--- src/rtl/lsu_mem_port_pkg.sv ---
// Shared definitions for the load/store unit memory port: funct3 codes,
// FSM state encoding and byte-strobe constants.
package lsu_defs;

    localparam logic [2:0] F3_B  = 3'b000;
    localparam logic [2:0] F3_H  = 3'b001;
    localparam logic [2:0] F3_W  = 3'b010;
    localparam logic [2:0] F3_BU = 3'b100;
    localparam logic [2:0] F3_HU = 3'b101;

    localparam logic [3:0] STRB_NONE = 4'b0000;
    localparam logic [3:0] STRB_B0   = 4'b0001;
    localparam logic [3:0] STRB_LO   = 4'b0011;
    localparam logic [3:0] STRB_HI   = 4'b1100;
    localparam logic [3:0] STRB_ALL  = 4'b1111;

    typedef enum logic [1:0] {
        IDLE = 2'd0,
        REQ  = 2'd1,
        RESP = 2'd2
    } lsu_state_e;

    function automatic logic f3_legal(input logic is_store, input logic [2:0] f3);
        if (is_store)
            return (f3 == F3_B) || (f3 == F3_H) || (f3 == F3_W);
        return (f3 == F3_B) || (f3 == F3_H) || (f3 == F3_W) ||
               (f3 == F3_BU) || (f3 == F3_HU);
    endfunction

endpackage

--- src/rtl/lsu_mem_port_if.sv ---
// Core-side request/response and memory-side handshake signals of the LSU.
// The master modport is the LSU's view; slave is the core+memory environment.
interface lsu_mem_port_if #(
    parameter int DATA_WIDTH = 32
);
    logic                  start;
    logic                  is_store;
    logic [2:0]            funct3;
    logic [DATA_WIDTH-1:0] addr;
    logic [DATA_WIDTH-1:0] store_data;
    logic                  busy;
    logic                  done;
    logic [DATA_WIDTH-1:0] load_data;
    logic                  err_misalign;
    logic                  err_timeout;
    logic                  mem_req;
    logic                  mem_we;
    logic [DATA_WIDTH-1:0] mem_addr;
    logic [3:0]            mem_wstrb;
    logic [DATA_WIDTH-1:0] mem_wdata;
    logic [DATA_WIDTH-1:0] mem_rdata;
    logic                  mem_ack;

    modport master (
        input  start, is_store, funct3, addr, store_data, mem_rdata, mem_ack,
        output busy, done, load_data, err_misalign, err_timeout,
               mem_req, mem_we, mem_addr, mem_wstrb, mem_wdata
    );

    modport slave (
        output start, is_store, funct3, addr, store_data, mem_rdata, mem_ack,
        input  busy, done, load_data, err_misalign, err_timeout,
               mem_req, mem_we, mem_addr, mem_wstrb, mem_wdata
    );

endinterface

--- src/rtl/lsu_mem_port_align.sv ---
// Combinational lane logic: store steering/strobes, load extraction with
// sign/zero extension, and illegal/misaligned access detection.
module lsu_align
    import lsu_defs::*;
(
    input  logic        is_store,
    input  logic [2:0]  funct3,
    input  logic [1:0]  offset,
    input  logic [31:0] store_data,
    input  logic [31:0] rdata,
    output logic [31:0] wdata,
    output logic [3:0]  wstrb,
    output logic [31:0] load_ext,
    output logic        err_access
);
    logic [7:0]  ld_byte;
    logic [15:0] ld_half;
    logic        misalign;

    always_comb begin
        wdata = '0;
        wstrb = STRB_NONE;
        if (is_store) begin
            case (funct3)
                F3_B: begin
                    wdata = {4{store_data[7:0]}};
                    wstrb = STRB_B0 << offset;
                end
                F3_H: begin
                    wdata = {2{store_data[15:0]}};
                    wstrb = offset[1] ? STRB_HI : STRB_LO;
                end
                F3_W: begin
                    wdata = store_data;
                    wstrb = STRB_ALL;
                end
                default: ;
            endcase
        end
    end

    always_comb begin
        case (offset)
            2'd0:    ld_byte = rdata[7:0];
            2'd1:    ld_byte = rdata[15:8];
            2'd2:    ld_byte = rdata[23:16];
            default: ld_byte = rdata[31:24];
        endcase
        ld_half = offset[1] ? rdata[31:16] : rdata[15:0];
        case (funct3)
            F3_B:    load_ext = {{24{ld_byte[7]}}, ld_byte};
            F3_BU:   load_ext = {24'd0, ld_byte};
            F3_H:    load_ext = {{16{ld_half[15]}}, ld_half};
            F3_HU:   load_ext = {16'd0, ld_half};
            default: load_ext = rdata;
        endcase
    end

    always_comb begin
        case (funct3)
            F3_H, F3_HU: misalign = offset[0];
            F3_W:        misalign = (offset != 2'd0);
            default:     misalign = 1'b0;
        endcase
        err_access = misalign || !f3_legal(is_store, funct3);
    end

endmodule

--- src/rtl/lsu_mem_port.sv ---
// Load/store unit memory port: access FSM, REQ timeout counter and all
// registered outputs toward the core and the data memory.
//   state | meaning
//   IDLE  | waiting for start; latches the access on start
//   REQ   | mem_req held stable until mem_ack or timeout
//   RESP  | one-cycle done pulse with result or error flag
module lsu_mem_port
    import lsu_defs::*;
#(
    parameter int DATA_WIDTH = 32,
    parameter int TIMEOUT    = 16
) (
    input  logic           clk,
    input  logic           rst_n,
    lsu_mem_port_if.master bus
);
    localparam logic [7:0] TO_LAST = 8'(TIMEOUT - 1);

    lsu_state_e            state_q;
    logic                  is_store_q;
    logic [2:0]            funct3_q;
    logic [1:0]            offset_q;
    logic [DATA_WIDTH-1:0] store_data_q;
    logic [7:0]            cnt_q;
    logic                  busy_q, done_q, err_misalign_q, err_timeout_q;
    logic                  mem_req_q, mem_we_q;
    logic [DATA_WIDTH-1:0] load_data_q, mem_addr_q, mem_wdata_q;
    logic [3:0]            mem_wstrb_q;

    logic                  idle;
    logic                  is_store_d;
    logic [2:0]            funct3_d;
    logic [1:0]            offset_d;
    logic [DATA_WIDTH-1:0] store_data_d;
    logic [DATA_WIDTH-1:0] wdata, load_ext;
    logic [3:0]            wstrb;
    logic                  err_access;

    // In IDLE the lane logic sees the incoming request; afterwards the latched one.
    assign idle         = (state_q == IDLE);
    assign is_store_d   = idle ? bus.is_store      : is_store_q;
    assign funct3_d     = idle ? bus.funct3        : funct3_q;
    assign offset_d     = idle ? bus.addr[1:0]     : offset_q;
    assign store_data_d = idle ? bus.store_data    : store_data_q;

    lsu_align u_align (
        .is_store   (is_store_d),
        .funct3     (funct3_d),
        .offset     (offset_d),
        .store_data (store_data_d),
        .rdata      (bus.mem_rdata),
        .wdata      (wdata),
        .wstrb      (wstrb),
        .load_ext   (load_ext),
        .err_access (err_access)
    );

    always_ff @(posedge clk or negedge rst_n) begin
        if (!rst_n) begin
            state_q        <= IDLE;
            is_store_q     <= 1'b0;
            funct3_q       <= '0;
            offset_q       <= '0;
            store_data_q   <= '0;
            cnt_q          <= '0;
            busy_q         <= 1'b0;
            done_q         <= 1'b0;
            err_misalign_q <= 1'b0;
            err_timeout_q  <= 1'b0;
            load_data_q    <= '0;
            mem_req_q      <= 1'b0;
            mem_we_q       <= 1'b0;
            mem_addr_q     <= '0;
            mem_wstrb_q    <= STRB_NONE;
            mem_wdata_q    <= '0;
        end else begin
            done_q         <= 1'b0;
            err_misalign_q <= 1'b0;
            err_timeout_q  <= 1'b0;
            case (state_q)
                IDLE: begin
                    if (bus.start) begin
                        is_store_q   <= bus.is_store;
                        funct3_q     <= bus.funct3;
                        offset_q     <= bus.addr[1:0];
                        store_data_q <= bus.store_data;
                        busy_q       <= 1'b1;
                        cnt_q        <= '0;
                        if (err_access) begin
                            state_q        <= RESP;
                            done_q         <= 1'b1;
                            err_misalign_q <= 1'b1;
                        end else begin
                            state_q     <= REQ;
                            mem_req_q   <= 1'b1;
                            mem_we_q    <= bus.is_store;
                            mem_addr_q  <= {bus.addr[DATA_WIDTH-1:2], 2'b00};
                            mem_wstrb_q <= wstrb;
                            mem_wdata_q <= wdata;
                        end
                    end
                end
                REQ: begin
                    // mem_ack takes priority over a timeout in the same cycle
                    if (bus.mem_ack || cnt_q == TO_LAST) begin
                        state_q     <= RESP;
                        done_q      <= 1'b1;
                        mem_req_q   <= 1'b0;
                        mem_we_q    <= 1'b0;
                        mem_wstrb_q <= STRB_NONE;
                        if (!bus.mem_ack)
                            err_timeout_q <= 1'b1;
                        else if (!is_store_q)
                            load_data_q <= load_ext;
                    end else begin
                        cnt_q <= cnt_q + 8'd1;
                    end
                end
                RESP: begin
                    state_q <= IDLE;
                    busy_q  <= 1'b0;
                end
                default: state_q <= IDLE;
            endcase
        end
    end

    assign bus.busy         = busy_q;
    assign bus.done         = done_q;
    assign bus.load_data    = load_data_q;
    assign bus.err_misalign = err_misalign_q;
    assign bus.err_timeout  = err_timeout_q;
    assign bus.mem_req      = mem_req_q;
    assign bus.mem_we       = mem_we_q;
    assign bus.mem_addr     = mem_addr_q;
    assign bus.mem_wstrb    = mem_wstrb_q;
    assign bus.mem_wdata    = mem_wdata_q;

endmodule
--- src/flat_wrapper.sv ---
// flat-port wrapper written by rule: the top's interface ports become plain ports
module lsu_mem_port_flat import lsu_defs::*;
#(
    parameter int DATA_WIDTH = 32,
    parameter int TIMEOUT    = 16
)
  (clk, rst_n, bus_start, bus_is_store, bus_funct3, bus_addr, bus_store_data, bus_mem_rdata, bus_mem_ack, bus_busy, bus_done, bus_load_data, bus_err_misalign, bus_err_timeout, bus_mem_req, bus_mem_we, bus_mem_addr, bus_mem_wstrb, bus_mem_wdata);
  lsu_mem_port_if #(.DATA_WIDTH(DATA_WIDTH)) bus_i ();
  input  logic clk;
  input  logic rst_n;
  input wire logic [$bits(bus_i.start)-1:0] bus_start;
  input wire logic [$bits(bus_i.is_store)-1:0] bus_is_store;
  input wire logic [$bits(bus_i.funct3)-1:0] bus_funct3;
  input wire logic [$bits(bus_i.addr)-1:0] bus_addr;
  input wire logic [$bits(bus_i.store_data)-1:0] bus_store_data;
  input wire logic [$bits(bus_i.mem_rdata)-1:0] bus_mem_rdata;
  input wire logic [$bits(bus_i.mem_ack)-1:0] bus_mem_ack;
  output wire logic [$bits(bus_i.busy)-1:0] bus_busy;
  output wire logic [$bits(bus_i.done)-1:0] bus_done;
  output wire logic [$bits(bus_i.load_data)-1:0] bus_load_data;
  output wire logic [$bits(bus_i.err_misalign)-1:0] bus_err_misalign;
  output wire logic [$bits(bus_i.err_timeout)-1:0] bus_err_timeout;
  output wire logic [$bits(bus_i.mem_req)-1:0] bus_mem_req;
  output wire logic [$bits(bus_i.mem_we)-1:0] bus_mem_we;
  output wire logic [$bits(bus_i.mem_addr)-1:0] bus_mem_addr;
  output wire logic [$bits(bus_i.mem_wstrb)-1:0] bus_mem_wstrb;
  output wire logic [$bits(bus_i.mem_wdata)-1:0] bus_mem_wdata;
  assign bus_i.start = bus_start;
  assign bus_i.is_store = bus_is_store;
  assign bus_i.funct3 = bus_funct3;
  assign bus_i.addr = bus_addr;
  assign bus_i.store_data = bus_store_data;
  assign bus_i.mem_rdata = bus_mem_rdata;
  assign bus_i.mem_ack = bus_mem_ack;
  assign bus_busy = bus_i.busy;
  assign bus_done = bus_i.done;
  assign bus_load_data = bus_i.load_data;
  assign bus_err_misalign = bus_i.err_misalign;
  assign bus_err_timeout = bus_i.err_timeout;
  assign bus_mem_req = bus_i.mem_req;
  assign bus_mem_we = bus_i.mem_we;
  assign bus_mem_addr = bus_i.mem_addr;
  assign bus_mem_wstrb = bus_i.mem_wstrb;
  assign bus_mem_wdata = bus_i.mem_wdata;
  lsu_mem_port #(.DATA_WIDTH(DATA_WIDTH), .TIMEOUT(TIMEOUT)) u_core (.clk(clk), .rst_n(rst_n), .bus(bus_i));
endmodule
--- config.mk ---
export PLATFORM = sky130hd
export DESIGN_NAME = lsu_mem_port_flat
export DESIGN_NICKNAME = d
export VERILOG_FILES = /design/src/rtl/lsu_mem_port_pkg.sv /design/src/rtl/lsu_mem_port_if.sv /design/src/rtl/lsu_mem_port_align.sv /design/src/rtl/lsu_mem_port.sv /design/src/flat_wrapper.sv
export SDC_FILE = /design/constraint.sdc
export NUM_CORES = 1
export LEC_CHECK = 0
export CORE_MARGIN = 2
export CORE_UTILIZATION = 45
export CTS_CLUSTER_SIZE = 40
export DETAILED_ROUTE_END_ITERATION = 7
export MAX_ROUTING_LAYER = met4
export PLACE_DENSITY = 0.8
export SLEW_MARGIN = 25
export SYNTH_ARGS = -nofsm -noshare
export SYNTH_HDL_FRONTEND = slang
export SYNTH_SLANG_ARGS = --single-unit
--- constraint.sdc ---
create_clock -name clk -period 2.6 [get_ports clk]
set_clock_uncertainty 0.1 [all_clocks]
set_input_delay 0.52 -clock clk [delete_from_list [all_inputs] [get_ports clk]]
set_output_delay 0.52 -clock clk [all_outputs]
set_load 0.01 [all_outputs]
==> results.md <==
- Final setup TNS: 0 ns
- Initial antenna violation count: 0
- Cell leakage power: about 3.8 nW
- TritonCTS buffer count: 17
- # rows: roughly 40
- DRC viols: 0
- Global Route Usage Sum: between 20% and 30%
- Crit Path Class: reg -> reg
- DRT iter0 DRCs: approximately 540
- Worst setup SP type: flip-flop
- Initial DRT Pass Iterations: 5
- Met2 Routed Length: 9220 um
- Bufs on Longest Clock Path: 2
- Root Driver: clkbuf_16
- Post-synthesis async set-or-reset flop share: 100%
- Antenna fix cells: 0
- Final nets: between 800 and 900
- IO Port Bufs: a little over 200
- Final setup violation count: 0
- DIE AREA: ~0.014 mm^2
- Share of layout cells above drive strength 1: 18.4%
- Most frequent cell after synthesis: dfrtp_1
- Hold Path Class: reg -> reg
- Slew headroom: between 50% and 60%
- Total power: around 10 mW
- Wirelength, routed: between 15,000 and 20,000 um
- Largest cells by area after synthesis: dfrtp_1 52%, mux2_2 8.1%, nand2_1 3.7%
- Latest clock arrival within the worst-skew pair: 0.42 ns
- Worst path required time: between 2 and 3 ns
- Number of synthesized flops with an enable pin: 0
- PwrDens: between 1000 and 1500 mW/mm^2
- Core Region: roughly 0.013 mm^2
- Slew @ Worst Pin: 0.689 ns
- Flops & latches, synth: 120
- CTS tree: yes
- Largest net degree at the start of global routing: 64
- Global-route wire length before repair: ~30,000 um
- CP Data Arrival Time: approximately 2.7 ns
- Die Ht: around 120 um
- Synthesized area: roughly 0.0058 mm^2
- Synth top area share: between 50% and 60%
- Max Used Layer: met4
- Fin crit share: a little over nine tenths
- Cell variety after synth: 59
- DIE WIDTH: 118 um
- Setup crit end kind: flip-flop
- Vias in the first global route: 5,629
- Starting Density: between 40% and 50%
- Post-synth top area cell: dfrtp_1
- Tmin final: 2.47 ns
- Wl on met1: ~7700 um
- Register area share after synthesis: between 50 and 60%
- Placed instance count: between 900 and 1,000
- Peak VDD IR: roughly 0.61 mV
- DR WL/cell: approximately 19 um
- Maxcap violations: 0
- Count of non-filler cells in the finished layout: between 900 and 1,000
- Status: completed
- DR WL met3: roughly 1200 um
- RSZ-0062 raised after global routing: false
- Total grt overflow: 0
- Critical Path Fanout Max: 16
- Final Max Tran Viols: 0
- Synth warn: 0
- DP HPWL: 13,600 um
- Gate Count Post-Synth: 543
- Synthesis-to-layout area growth: 53.9%
- Final hold vios: 0
- Gp weighted congestion: about 0.95
- Syn_area_per_cell: approximately 11 um^2
- Post-synth top cells: 120 x dfrtp_1, 57 x nand2_1, 42 x mux2_2, 39 x nor2_1, 35 x o21ai_0
- Setup bufs post-CTS: 0
- Fmax: around 400 MHz
- I/O Pins: 210
- Final antenna-violating net count: 0
- Clock sinks: 120
- Vias per inst: approximately 5.6
- H-tree depth: 4
- Clk pin slew, worst setup/hold paths: 0.05 ns
- Vias: 5,481
- Top FF cell, synth: dfrtp_1
power by group:
part | total, mW | switching [mW] | leakage (nW) | internal, mW
sequential | 3.23 | 0.568 | 1.51 | 2.66
combinational | 4.97 | 2.25 | 2.02 | 2.72
clock | 2.17 | 0.781 | 0.268 | 1.39
total | 10.4 | 3.60 | 3.80 | 6.76
metrics by stage:
stage                     worst slack [ns]  utilization, %  hold slack [ns]  cell area (um^2)
final                                0.125            70.8            0.384              8940
after global routing               0.00309            70.8            0.407              8940
after CTS                           0.0875            70.7            0.390              8920
after detailed placement            -0.228            66.3            0.373              8370
after global placement              -0.166            66.3            0.365              8370
after floorplan                      0.201               -            0.124              5810
area by class of cell:
type / count / area [um^2]
multi-input combinational: 371 / 2570
clock buffer: 24 / 492
inverter: 15 / 56.3
fill: 946 / 3680
sequential: 120 / 3000
timing repair buffer: 265 / 2560
tap: 172 / 215
clock inverter: 4 / 45.0
cell families (layout without fill, tap and decap cells):
family | after synthesis | after routing | share of synthesized area [%]
multiplexers | 58 | 58 | 11.8
AO/OA/AOI/OAI | 152 | 152 | 18.1
flip-flops | 120 | 120 | 51.7
XOR/XNOR | 5 | 5 | 0.754
AND/OR/NAND/NOR | 153 | 153 | 12.8
other | 1 | 2 | 0.0645
adder cells (fa/ha/maj) | 1 | 1 | 0.215
buffers and inverters | 53 | 308 | 4.63
critical path: stages, from the launching register on:
cell and delay [ns]:
dfrtp_1 0.51, buf_4 0.22, or3b_2 0.47, and2_1 0.21, mux2i_1 0.32, o221a_4 0.39, a21oi_1 0.10
path summary, 6_finish.rpt:
path                                           from                        to  slack, ns  cells past startpoint
hold / removal             u_core.bus.mem_wdata[13]  u_core.bus.mem_wdata[13]       0.38                      1
setup / recovery                  u_core.state_q[1]  u_core.bus.load_data[26]       0.13                      6
hold reg to reg            u_core.bus.mem_wdata[13]  u_core.bus.mem_wdata[13]       0.38                      1
setup reg to reg                  u_core.state_q[1]  u_core.bus.load_data[26]       0.13                      6
min in group asynchronous                     rst_n  u_core.bus.load_data[30]       0.48                      2
max in group asynchronous                     rst_n    u_core.bus.mem_addr[8]       1.20                      3
layout by cell type (no fill, tap or decap), drive strengths merged, types with 4 or more instances in the layout:
cell           instances
nand4                 10
and2                   6
clkbuf                24
nor4b                  4
a22oi                 17
dfrtp                120
nor2                  40
a31oi                 11
o22ai                  5
xnor2                  5
buf                   58
mux2i                  6
a22o                  13
a221oi                 8
clkdlybuf4s50        206
o21ai                 36
a21oi                 23
o2bb2ai               18
inv                   15
mux2                  52
nand2                 57
o31ai                  5
nand3                 11
nor3                   4
per-layer routing:
| layer | vias up | GRT usage, % |
|---|---|---|
| met5 | - | - |
| met4 | 0 | 10.1 |
| met3 | 31 | 6.64 |
| met2 | 253 | 45.3 |
| met1 | 2714 | 34.4 |
| li1 | 2483 | - |
registers in the layout (all words and copies together), names as in the netlist:
name / count
u_core.bus.mem_we: 1
u_core.bus.load_data: 32
u_core.offset_q: 2
u_core.bus.mem_addr: 30
u_core.is_store_q: 1
u_core.bus.mem_wdata: 32
u_core.bus.err_misalign: 1
u_core.state_q: 2
u_core.cnt_q: 8
u_core.bus.mem_wstrb: 4
u_core.bus.done: 1
u_core.bus.busy: 1
u_core.funct3_q: 3
u_core.bus.mem_req: 1
u_core.bus.err_timeout: 1
repair_timing:
action	in CTS	in global routing
setup endpoints to repair	0	30
hold endpoints to repair	29	0
gates resized for setup	0	4
hold buffers	1	0
Note: power is estimated with default switching activity, not from simulation.
==> patch 1, RTL diff (config.mk and constraints unchanged) <==
`TIMEOUT` is set to 16 in 2 places; all go to 12.
--- a/src/rtl/lsu_mem_port.sv
+++ b/src/rtl/lsu_mem_port.sv
@@ -8,7 +8,7 @@
     import lsu_defs::*;
 #(
     parameter int DATA_WIDTH = 32,
-    parameter int TIMEOUT    = 16
+    parameter int TIMEOUT    = 12
 ) (
     input  logic           clk,
     input  logic           rst_n,
--- a/src/flat_wrapper.sv
+++ b/src/flat_wrapper.sv
@@ -2,7 +2,7 @@
 module lsu_mem_port_flat import lsu_defs::*;
 #(
     parameter int DATA_WIDTH = 32,
-    parameter int TIMEOUT    = 16
+    parameter int TIMEOUT    = 12
 )
   (clk, rst_n, bus_start, bus_is_store, bus_funct3, bus_addr, bus_store_data, bus_mem_rdata, bus_mem_ack, bus_busy, bus_done, bus_load_data, bus_err_misalign, bus_err_timeout, bus_mem_req, bus_mem_we, bus_mem_addr, bus_mem_wstrb, bus_mem_wdata);
   lsu_mem_port_if #(.DATA_WIDTH(DATA_WIDTH)) bus_i ();
Function: no difference found for any inputs over 4 cycles, from zero or initial values and one cycle with rst_n low; that may be too few to reach the edited logic, so the function may still have changed.
==> patch 1 against the unedited design <==
  * Power up 0.42%
  * Count of clock-buffer cells in the layout down 1
  * Routed wire length down 2.7%
  * Synthesized cell count down 1.3%
  * Cell count down 1.8%
  * Design area up 1.4%
  * Core utilization down 1.8 points
  * Hold slack worse by 0.016 ns
  * Via count down 4.2%
  * Global-route usage down 1.8 points
  * Area after synthesis up 3.4%
  * Combinational power up 2%
  * Sequential cell count unchanged
  * Setup slack better by 0.070 ns
  * Critical endpoint is now u_core.bus.mem_wdata[20]
  * Highest routed layer unchanged
==> patch 1: results (changes against the unedited design) <==
- Result of the run: completed (unchanged)
- Slack of the worst reg-to-reg path: 0.20 ns (was 0.13 ns)
- Detailed placement HPWL: 13.6 mm (about the same)
- Pin count of the biggest net entering global routing: 60 (was 64)
- Final non-filler cell total: 954 (was 971)
- Fraction of the mapped netlist area in compound gates: 20.1% (was 18.1%)
- Post-synthesis share of cell area spent on full adders, half adders and majority gates: 0.208% (was 0.215%)
- XOR/XNOR share of the synthesized area: 1.17% (was 0.754%)
- Met2 WL: 9.10 mm (was 9.22 mm)
- Slew headroom: 56.6% (was 54.0%)
- Top cells by area, synth: sky130_fd_sc_hd__dfrtp_1 (50%), sky130_fd_sc_hd__mux2_2 (9.7%), sky130_fd_sc_hd__a31oi_4 (3.5%) (was sky130_fd_sc_hd__dfrtp_1 (52%), sky130_fd_sc_hd__mux2_2 (8.1%), sky130_fd_sc_hd__nand2_1 (3.7%))
- Routed length on met1: 7.50 mm (was 7.72 mm)
- Top cells by instance count after synthesis: sky130_fd_sc_hd__dfrtp_1 (120), sky130_fd_sc_hd__mux2_2 (52), sky130_fd_sc_hd__nor2_1 (43), sky130_fd_sc_hd__nand2_1 (40), sky130_fd_sc_hd__a21oi_1 (31) (was sky130_fd_sc_hd__dfrtp_1 (120), sky130_fd_sc_hd__nand2_1 (57), sky130_fd_sc_hd__mux2_2 (42), sky130_fd_sc_hd__nor2_1 (39), sky130_fd_sc_hd__o21ai_0 (35))
- Global-route wire length before repair: 28.3 mm (was 29.9 mm)
- Worst hold endpoint: u_core.bus.busy (was u_core.bus.mem_wdata[13])
- Biggest fanout along the worst timing path: 9 (was 16)
- Routed met3 length: 990 um (was 1.22 mm)
- Stage delay of the slowest cell on the critical path: 0.44 ns (was 0.51 ns)
- Crit Reg-Reg Endpoint: u_core.bus.mem_wdata[20] (was u_core.bus.load_data[26])
- Distinct cells, synth: 61 (was 59)
- Initial antenna violation count: 0 (unchanged)
- Routability cong.: 0.933 (was 0.953)
- Data arrival time at the worst-slack endpoint: 2.60 ns (was 2.66 ns)
- Worst min-delay path startpoint: u_core.state_q[1] (was u_core.bus.mem_wdata[13])
- Period utilization: 92.5% (was 95.2%)
- Worst R2R Start: u_core.state_q[0] (was u_core.state_q[1])
- Number of iterations in the first detailed-routing pass: 4 (was 5)
- Hold Path Depth: 1 (unchanged)
- Via count of the first global-routing pass: 5335 (was 5629)
- Share of final-layout standard cells stronger than drive strength 1: 20.1% (was 18.4%)
- Via-to-Cell Ratio: 5.50 (was 5.64)
- All-layer global routing usage: 26.1% (was 28.0%)
- Register area share after synthesis: 50.0% (was 51.7%)
- Number of fill cells: 994 (was 946)
- Multiplexer share of the synthesized area: 13.3% (was 11.8%)
- Synthesized area per cell: 11.2 sq um (was 10.7 sq um)
- Reported leakage power: 3.89 nW (was 3.80 nW)
- Starting DRT DRC Count: 372 (was 543)
- Wire per inst: 18.9 um (was 19.1 um)
- Maximum VDD drop: 0.588 mV (was 0.606 mV)
- Placed cells: 922 (was 942)
[patch 1: per-layer routing]
metal | global-route usage, % | vias to the layer above
li1 | - | 2429
met1 | 32.9 | 2592
met2 | 42.1 | 191
met3 | 5.66 | 38
met4 | 9.19 | 0
met5 | - | -
[patch 1: worst max-delay path by stage]
stage                                          end  cells past startpoint
after floorplan           u_core.bus.mem_wdata[30]                      6
after global placement    u_core.bus.load_data[31]                      7
after detailed placement  u_core.bus.load_data[31]                      8
after CTS                 u_core.bus.mem_wdata[24]                      6
after global routing      u_core.bus.load_data[17]                      7
final                     u_core.bus.mem_wdata[20]                      6
[patch 1: per-stage QoR]
| step | setup TNS (ns) | setup WS (ns) | hold WS (ns) | cell area (sq um) | utilization (%) |
|---|---|---|---|---|---|
| finish | 0 | 0.195 | 0.368 | 9070 | 69.0 |
| global route | 0 | 0.0248 | 0.395 | 9070 | 69.0 |
| CTS | 0 | 0.102 | 0.370 | 9060 | 69.0 |
| floorplan | 0 | 0.312 | 0.124 | 6010 | - |
| detailed placement | -4.95 | -0.156 | 0.361 | 8490 | 64.6 |
| global placement | -2.31 | -0.101 | 0.349 | 8490 | 64.6 |
[patch 1: cell type report]
class,count,area share [%]
Clock buffer,23,5.38
Clock inverter,8,0.787
Inverter,3,0.124
Multi-Input combinational cell,373,30.7
Sequential cell,120,33.1
Tap cell,176,2.43
Timing Repair Buffer,251,27.5
[patch 1: report_power, final]
| part | total [mW] | internal [mW] | switching, mW |
|---|---|---|---|
| combinational | 5.08 | 2.74 | 2.34 |
| clock | 2.21 | 1.40 | 0.810 |
| sequential | 3.11 | 2.63 | 0.484 |
[patch 1: what timing repair did]
action | in CTS | in global routing
hold buffers | 1 | 0
hold endpoints to repair | 30 | 0
resized for setup | 0 | 2
setup endpoints to repair | 0 | 8
==> patch 2, RTL diff (same settings) <==
Without the edit above. Remove the case item `F3_B` of the case on `funct3`.
--- a/src/rtl/lsu_mem_port_align.sv
+++ b/src/rtl/lsu_mem_port_align.sv
@@ -22,10 +22,6 @@
         wstrb = STRB_NONE;
         if (is_store) begin
             case (funct3)
-                F3_B: begin
-                    wdata = {4{store_data[7:0]}};
-                    wstrb = STRB_B0 << offset;
-                end
                 F3_H: begin
                     wdata = {2{store_data[15:0]}};
                     wstrb = offset[1] ? STRB_HI : STRB_LO;
Behaviour: not the same (a bounded check fails within 4 cycles, from zero or initial values and one cycle with rst_n low).
==> patch 2 against the unedited design <==
  * Area after synthesis down 0.17%
  * Critical path depth is 1 lower
  * Synthesized cell count fell by 5.9%
  * Routed wire length fell by 7.4%
  * Setup slack improved by 0.084 ns
  * Global-route usage decreased by 1.8 points
  * Power up 1.9%
  * Largest cell class unchanged
  * Combinational power increased by 2%
  * Sequential share of layout area about the same
  * Design area down 1.8%
  * Clock power is 6% higher
  * Sequential cell count fell by 2
==> patch 2: results (changes against the unedited design) <==
- Result of the run: completed (unchanged)
- All-layer global routing usage: 26.2% (was 28.0%)
- Data arrival time at the worst-slack endpoint: 2.64 ns (was 2.66 ns)
- Post-synthesis share of cell area spent on full adders, half adders and majority gates: 0.216% (was 0.215%)
- Routability cong.: 0.872 (was 0.953)
- Depth of the CTS H-tree: 4 (unchanged)
- Global-route wire length before repair: 28.0 mm (was 29.9 mm)
- Worst hold endpoint: u_core.bus.load_data[3] (was u_core.bus.mem_wdata[13])
- Top cells by area, synth: sky130_fd_sc_hd__dfrtp_1 (51%), sky130_fd_sc_hd__mux2_2 (6.8%), sky130_fd_sc_hd__mux2_4 (5.4%) (was sky130_fd_sc_hd__dfrtp_1 (52%), sky130_fd_sc_hd__mux2_2 (8.1%), sky130_fd_sc_hd__nand2_1 (3.7%))
- Maximum VDD drop: 0.509 mV (was 0.606 mV)
- Net count, final: 841 (was 895)
- Fraction of the mapped netlist area in compound gates: 16.9% (was 18.1%)
- Top flip-flop cell by instance count after synthesis: sky130_fd_sc_hd__dfrtp_1 (unchanged)
- XOR/XNOR share of the synthesized area: 0.906% (was 0.754%)
- Number of fill cells: 922 (was 946)
- Hold Path Depth: 2 (was 1)
- TritonCTS sink count: 118 (was 120)
- Register area share after synthesis: 50.9% (was 51.7%)
- Multiplexer share of the synthesized area: 14.3% (was 11.8%)
- Clock-pin slew on the worst setup and hold paths: 0.05 ns (about the same)
- Detailed placement HPWL: 12.7 mm (was 13.6 mm)
- Reported leakage power: 3.92 nW (was 3.80 nW)
- Slack of the worst reg-to-reg path: 0.21 ns (was 0.13 ns)
- Distinct cells, synth: 62 (was 59)
- Top cells by instance count after synthesis: sky130_fd_sc_hd__dfrtp_1 (118), sky130_fd_sc_hd__nor2_1 (42), sky130_fd_sc_hd__nand2_1 (40), sky130_fd_sc_hd__mux2_2 (35), sky130_fd_sc_hd__a31oi_1 (25) (was sky130_fd_sc_hd__dfrtp_1 (120), sky130_fd_sc_hd__nand2_1 (57), sky130_fd_sc_hd__mux2_2 (42), sky130_fd_sc_hd__nor2_1 (39), sky130_fd_sc_hd__o21ai_0 (35))
- Wire per inst: 18.7 um (was 19.1 um)
- Starting DRT DRC Count: 386 (was 543)
- Slew headroom: 47.8% (was 54.0%)
- Total congestion overflow: 0 (unchanged)
- Number of warnings printed during yosys synthesis: 0 (unchanged)
- Worst min-delay path startpoint: u_core.bus.load_data[3] (was u_core.bus.mem_wdata[13])
- Via count of the first global-routing pass: 5337 (was 5629)
- Share of final-layout standard cells stronger than drive strength 1: 19.3% (was 18.4%)
- Crit Reg-Reg Endpoint: u_core.bus.mem_wdata[22] (was u_core.bus.load_data[26])
- Minimum hold slack: 0.378 ns (was 0.384 ns)
- R2R cell count: 5 (was 6)
- Via-to-Cell Ratio: 5.48 (was 5.64)
==> patch 2: final cells by class <==
type	count	area, sq um	area share (%)
Clock buffer	20	447	5.09
Clock inverter	11	133	1.51
Inverter	5	18.8	0.214
Multi-Input combinational cell	353	2630	29.9
Sequential cell	118	2950	33.6
Tap cell	172	215	2.45
Timing Repair Buffer	241	2390	27.2
==> patch 2: critical path, stage by stage (launching register included) <==
cell and delay, ns:
sky130_fd_sc_hd__dfrtp_1 0.48, sky130_fd_sc_hd__or2_1 0.40, sky130_fd_sc_hd__or2_1 0.30, sky130_fd_sc_hd__a21oi_2 0.64, sky130_fd_sc_hd__a22o_1 0.26, sky130_fd_sc_hd__mux2_2 0.14
==> patch 2: how the worst max path moves through the flow <==
| stage | endpoint | slack [ns] | cells past startpoint |
|---|---|---|---|
| 5_1_grt | u_core.bus.load_data[12] | 0.07 | 6 |
| 4_1_cts | u_core.bus.mem_wdata[21] | 0.20 | 5 |
| 6_report | u_core.bus.mem_wdata[22] | 0.21 | 5 |
| 3_3_place_gp | u_core.bus.mem_wdata[21] | -0.03 | 6 |
| 3_5_place_dp | u_core.bus.mem_wdata[21] | -0.11 | 6 |
| 2_1_floorplan | u_core.bus.load_data[10] | 0.43 | 6 |
==> patch 2: per-layer routing <==
layer / part of all wire [%] / GRT usage, %
met5: 0 / -
met4: 3.2 / 12.4
met3: 6.6 / 6.88
met2: 50 / 41.8
met1: 41 / 31.0
==> patch 2: repair_timing <==
action / CTS / global route
endpoints found under the hold margin: 29 / 0
gates resized for setup: 0 / 0
hold buffers: 1 / 0
==> patch 2: per-stage QoR <==
step | setup TNS (ns) | instances | cell area, sq um | total power [mW] | setup slack (ns)
3_5_place_dp | -2.30 | 888 | 8190 | 8.26 | -0.109
2_1_floorplan | 0 | 512 | 5800 | 5.72 | 0.428
4_1_cts | 0 | 920 | 8780 | 10.6 | 0.202
3_3_place_gp | -0.450 | 888 | 8190 | 8.09 | -0.0346
5_1_grt | 0 | 920 | 8780 | 11.1 | 0.0747
6_report | 0 | 920 | 8780 | 10.6 | 0.209
==> patch 2: kinds of logic (layout without fill, tap and decap cells) <==
kind of cell	after synthesis	after routing
adder cells (fa/ha/maj)	1	1
other	1	2
buffers and inverters	41	277
multiplexers	67	67
XOR/XNOR	6	6
flip-flops	118	118
AO/OA/AOI/OAI	134	134
AND/OR/NAND/NOR	143	143
==> patch 2: report_power, final <==
part	internal (mW)	total [mW]	switching (mW)
logic	2.79	5.05	2.26
registers	2.66	3.21	0.546
clock network	1.51	2.30	0.793
total	6.97	10.6	3.60
